==> src/rtl/fetch_decode_queue.sv <==
// Fetch-to-decode FIFO of {tag, pc, instr} bundles with valid/ready on both sides.
// Flush empties the queue and parks a NOP bubble carrying the redirect PC at the output.
module fetch_decode_queue #(
  parameter int unsigned          INSTR_W   = 32,
  parameter int unsigned          ADDR_W    = 32,
  parameter int unsigned          DEPTH     = 4,
  parameter logic [INSTR_W-1:0]   NOP_INSTR = 32'h00000008
) (
  input  logic                          clk,
  input  logic                          reset,
  input  logic                          in_valid,
  output logic                          in_ready,
  input  logic [INSTR_W-1:0]            in_instr,
  input  logic [ADDR_W-1:0]             in_pc,
  input  logic                          in_tag,
  input  logic                          jump_valid,
  input  logic [ADDR_W-1:0]             jump_pc,
  input  logic                          flush,
  input  logic [ADDR_W-1:0]             flush_pc,
  input  logic                          flush_tag,
  output logic                          out_valid,
  input  logic                          out_ready,
  output logic [ADDR_W+INSTR_W:0]       out_bundle,
  output logic [$clog2(DEPTH+1)-1:0]    count
);

  localparam int unsigned PtrW    = $clog2(DEPTH);
  localparam int unsigned CntW    = $clog2(DEPTH+1);
  localparam int unsigned BundleW = 1 + ADDR_W + INSTR_W;
  localparam logic [CntW-1:0] DepthCnt = CntW'(DEPTH);

  logic [BundleW-1:0] mem_q [DEPTH];

  logic [PtrW-1:0]   head_q, head_d;
  logic [PtrW-1:0]   tail_q, tail_d;
  logic [CntW-1:0]   count_q, count_d;
  logic              bubble_tag_q, bubble_tag_d;
  logic [ADDR_W-1:0] bubble_pc_q, bubble_pc_d;

  logic              push;
  logic              pop;
  logic              mem_we;
  logic [BundleW-1:0] wr_bundle;

  // Full queue never accepts, even with a concurrent pop: no pass-through path.
  assign in_ready  = (count_q != DepthCnt);
  assign out_valid = (count_q != '0);
  assign count     = count_q;

  assign push   = in_valid && in_ready;
  assign pop    = out_valid && out_ready;
  assign mem_we = push && !flush;

  assign wr_bundle = {in_tag, (jump_valid ? jump_pc : in_pc), in_instr};

  // Output comes only from registered state, so in_* never reaches out_* combinationally.
  assign out_bundle = out_valid ? mem_q[head_q] : {bubble_tag_q, bubble_pc_q, NOP_INSTR};

  always_comb begin
    head_d       = head_q;
    tail_d       = tail_q;
    count_d      = count_q;
    bubble_tag_d = bubble_tag_q;
    bubble_pc_d  = bubble_pc_q;

    if (flush) begin
      head_d       = '0;
      tail_d       = '0;
      count_d      = '0;
      bubble_tag_d = flush_tag;
      bubble_pc_d  = flush_pc;
    end else begin
      if (push) begin
        tail_d = tail_q + PtrW'(1);
      end
      if (pop) begin
        head_d = head_q + PtrW'(1);
      end
      unique case ({push, pop})
        2'b10:   count_d = count_q + CntW'(1);
        2'b01:   count_d = count_q - CntW'(1);
        default: count_d = count_q;
      endcase
    end
  end

  always_ff @(negedge clk or negedge reset) begin
    if (!reset) begin
      head_q       <= '0;
      tail_q       <= '0;
      count_q      <= '0;
      bubble_tag_q <= 1'b0;
      bubble_pc_q  <= '0;
    end else begin
      head_q       <= head_d;
      tail_q       <= tail_d;
      count_q      <= count_d;
      bubble_tag_q <= bubble_tag_d;
      bubble_pc_q  <= bubble_pc_d;
    end
  end

  // Storage is never read while its slot is unoccupied, so it needs no reset.
  always_ff @(negedge clk) begin
    if (mem_we) begin
      mem_q[tail_q] <= wr_bundle;
    end
  end

endmodule

==> config.mk <==
export PLATFORM = sky130hd
export DESIGN_NAME = fetch_decode_queue
export DESIGN_NICKNAME = d
export VERILOG_FILES = /design/src/rtl/fetch_decode_queue.sv
export SDC_FILE = /design/constraint.sdc
export NUM_CORES = 1
export LEC_CHECK = 0
export ABC_AREA = 1
export BUFFER_PORTS_ARGS = -buffer_cell sky130_fd_sc_hd__buf_2
export CAP_MARGIN = 20
export CORE_MARGIN = 3
export CORE_UTILIZATION = 55
export DETAILED_ROUTE_END_ITERATION = 8
export GPL_TIMING_DRIVEN = 0
export PLACE_DENSITY = 0.81
export SLEW_MARGIN = 20
export SYNTH_ARGS = -nofsm -noshare
export SYNTH_HDL_FRONTEND = slang
export SYNTH_SLANG_ARGS = --single-unit
==> constraint.sdc <==
create_clock -name clk -period 9.1 [get_ports clk]
set_input_delay 0.455 -clock clk [delete_from_list [all_inputs] [get_ports clk]]
set_output_delay 0.455 -clock clk [all_outputs]
set_load 0.01 [all_outputs]
---- Word level (Yosys, flattened, before mapping) ----
Memory sizes are Yosys's and may differ from the RTL's.
Cells that the tools add are included.
storage, ports and cells
  input port bits ......................... 136
  register bits ........................... 40
  memories ................................ 1
  word-level logic and storage cells ...... 31
  bits in writable memories ............... 260
  output and inout bits ................... 70
memories
  memory  depth  bits a word  read ports  clocked after Yosys merged registers in  wr ports  line  RTL
  mem_q   4      65           1           0                                        1         32    logic [BundleW-1:0] mem_q [DEPTH];
operators by class
  equality and inequality tests ........... 3
  muxes and demuxes ....................... 10
  $add $sub $neg .......................... 4
  reduce and logical (&&, ||, !) cells .... 8
operator list
  cell                   number
  $mux W65               1
  $mux W32               1
  $mux W2                4
  $pmux W3 S2            1
  $reduce_bool A3 Y1     2
  $add A2 B1 Y2 const B  2
  $reduce_bool A2 Y1     2
  $add A3 B1 Y3 const B  1
  $logic_and A1 B1 Y1    3
  $mux W3                1
  $ne A3 B3 Y1 const B   1
  $sub A3 B1 Y3 const B  1
  $eq A2 B1 Y1 const B   1
  $eq A2 B2 Y1 const B   1
  $mux W1                2
  $logic_not A1 Y1       1

---- Longest topological paths before layout ----
  depth in word-level cells ............... 5
  gate-level depth with buffers ........... 13
  gate-level depth less buffers ........... 12

==> metrics.log <==
INFO  metric outcome = completed
INFO  metric timing.max_slew.rel_slack = 34.2%
INFO  metric global_route.usage.met1 = 34.2%
INFO  metric pwr_density_cell = 296 nW/um2
INFO  metric dp.final_hpwl = 21500 um
INFO  metric worstSkewPairLatency = 0.62 ns
INFO  metric hold_class = reg2reg
INFO  metric max_slew.worst_pin.slew = 0.987 ns
INFO  metric setup.worst_path.end_class = output pin
INFO  metric finalWorstSetupSlack = 1.64 ns
INFO  metric synthesis.nets = 1155
INFO  metric yosysSeqAreaShare = 71.9%
INFO  metric detail_route.wl_per_cell = 18.6 um
INFO  metric fp.dieW = 155 um
INFO  metric htreeDepth = 1
INFO  metric die_h = 155 um
INFO  metric drt_first_pass_iters = 5
INFO  metric drt_iter0_drc = 922
INFO  metric cts_tree = built
INFO  metric synth_fa_ha_area_share = 0.572%
INFO  metric ys_ff_latch = 300
INFO  metric placementRows = 53
INFO  metric initial_antenna_violation_count = 2
INFO  metric place_inst = 1504
INFO  metric synthesis.yosys.warnings = 0
INFO  metric top_fanout_value_on_the_critical_path = 10
INFO  metric grt_setup_unrepaired = no
INFO  metric synth_compound_gate_area_share = 11.2%
INFO  metric setup_viol_count_final = 0
INFO  metric fp.coreArea = 21500 um2
INFO  metric share_of_cells_above_drive_strength_1 = 21.9%
INFO  metric yosys.area_share.xor_xnor = 0.143%
INFO  metric synthMuxAreaShare = 2.94%
INFO  metric final_wl = 34000 um
INFO  metric cts_setup_buffers = 0
INFO  metric most_common_library_cell_in_the_layout_ignoring_fill_and_taps = inv_1
INFO  metric synthToLayoutAreaGrowth = 30.5%
INFO  metric synth-simple-area-share = 9.19%
INFO  metric synthesized_area = 12300 um2
INFO  metric hold_buffers = 0
INFO  metric clkTransAtPathRegs = 0.05 ns
INFO  metric gp_congestion = 0.794
INFO  metric remaining_drc_errors = 0
INFO  metric grt_max_degree = 41
INFO  metric cp_data_arrival_time = 7.01 ns
INFO  metric worst-setup-path-type = reg2out
INFO  metric initial_cell_density_of_the_core = 57.0%
INFO  metric global_route.usage.met3 = 5.90%
INFO  metric syn_avg_cell_area = 12.1 um2
INFO  metric timing.critical_path.from_type = flip-flop
INFO  metric irDropWorstVdd = 276 uV
INFO  metric synth_top_family_by_area = compound AO/OA/AOI/OAI gates
INFO  metric cts-root-to-sink-buffers = 3
INFO  metric fp.dieArea = 24100 um2
INFO  metric antenna_violating_nets_post_route = 0
INFO  metric worst_case_hold_slack = 0.472 ns
INFO  metric root_buffer = clkbuf_16
INFO  metric vias = 10.0k
INFO  metric grt_pass1_vias = 10.6k
INFO  metric overall_global_routing_usage = 27.6%
INFO  metric grt_first_pass_wirelength = 52600 um
INFO  metric tritoncts_num_sinks = 300
INFO  metric final_max_slew_viol_count = 0
INFO  metric highest_utilization_routing_layer_at_the_global_route_stage = met2
INFO  metric global_route.overflow_total = 0
INFO  metric numCtsBuffers = 31
INFO  metric via_per_inst = 5.51
INFO  metric finalHoldViolCount = 0
INFO  metric ioPinCount = 206
INFO  metric mostFrequentLayoutCells = inv_1, edfxtp_1, buf_2
INFO  metric io_buffers = 203
INFO  metric fin_worst_skew = 0.0774 ns
INFO  metric critical_path_required = 8.65 ns
INFO  metric grt_util_met2 = 46.7%
INFO  metric max_cap_check_violation_count = 0
INFO  metric netlist_instances = 1014
INFO  metric fin_cells = 1821
INFO  metric finish.net_count = 1662
INFO  metric power.leakage = 0.00725 uW
INFO  metric count_of_different_cell_masters_after_synthesis = 24
INFO  metric postCtsResizedCells = 0
INFO  metric timing.setup.tns = 0 ns
INFO  metric placement.setup.worst_slack = 1.99 ns
[flip-flops by register name, summed over array words and instances (netlist names)]
| signal | flops |
|---|---|
| mem_q | 260 |
| bubble_tag_q | 1 |
| head_q | 2 |
| bubble_pc_q | 32 |
| count | 3 |
| tail_q | 2 |
[cells in the mapped netlist (all sizes together)]
| cell type | n | area (um2) |
|---|---|---|
| clkinv | 1 | 3.75 |
| nor2 | 200 | 751 |
| fa | 1 | 20.0 |
| dfrtn | 40 | 1000 |
| inv | 48 | 180 |
| nand3 | 5 | 25.0 |
| ha | 4 | 50.1 |
| xnor2 | 1 | 8.76 |
| nand2 | 87 | 332 |
| buf | 36 | 205 |
| a21oi | 34 | 170 |
| xor2 | 1 | 8.76 |
| mux2 | 32 | 360 |
| clkbuf | 29 | 109 |
| edfxtp | 260 | 7810 |
| o22ai | 33 | 206 |
| nand4 | 3 | 18.8 |
| o21ai | 199 | 996 |
[worst paths after layout]
check | startpoint | endpoint | slack [ns] | cells past startpoint
max reg2reg | count[0] | mem_q[1][7] | 6.54 | 6
max | count[1] | out_bundle[2] | 1.64 | 6
min in group asynchronous | reset | bubble_pc_q[19] | 4.50 | 1
max in group asynchronous | reset | bubble_pc_q[5] | 3.96 | 1
min | bubble_pc_q[2] | bubble_pc_q[2] | 0.47 | 2
min reg2reg | bubble_pc_q[2] | bubble_pc_q[2] | 0.47 | 2
[final cells by class]
class / count / area [um2]
clock buffers: 36 / 847
flip-flops and latches: 300 / 8810
well taps: 275 / 344
repair buffers: 215 / 1330
diodes: 2 / 5.00
clock inverters: 280 / 1180
inverters: 48 / 180
multi-input cells: 600 / 2980
plain buffers: 65 / 314
fillers: 1344 / 5500
[per-stage QoR]
stage	utilization [%]	total power [uW]	instance area, um2
floorplan	-	2550	12300
global placement	63.4	3070	13600
detailed placement	65.0	3120	14000
CTS	74.4	4750	16000
global route	74.4	5020	16000
finish	74.4	4740	16000
[logic make-up after synthesis]
kind of cell,after synthesis
adder cells (fa/ha/maj),5
multiplexers,32
buffers and inverters,114
XOR/XNOR,2
AND/OR/NAND/NOR,295
flip-flops,300
AO/OA/AOI/OAI,266
[where the power goes]
part | internal (uW) | leakage [uW] | switching, uW
logic | 438 | 0.00248 | 889
clock network | 931 | 0.00191 | 849
registers | 1600 | 0.00285 | 29.6
total | 2970 | 0.00725 | 1770
[critical path, stage by stage (launching register included)]
cell	delay [ns]
dfrtn_1	0.40
nor2_1	0.22
nand2_2	0.25
inv_1	0.23
clkbuf_1	0.48
a21oi_1	0.15
buf_2	0.18
[layer usage]
layer | share of wire [%] | vias to the layer above
met5 | 0 | -
met3 | 8.7 | 85
met1 | 37 | 4781
li1 | - | 4594
met2 | 51 | 573
met4 | 2.9 | 0
No activity file was read; power rests on OpenSTA's default activity.
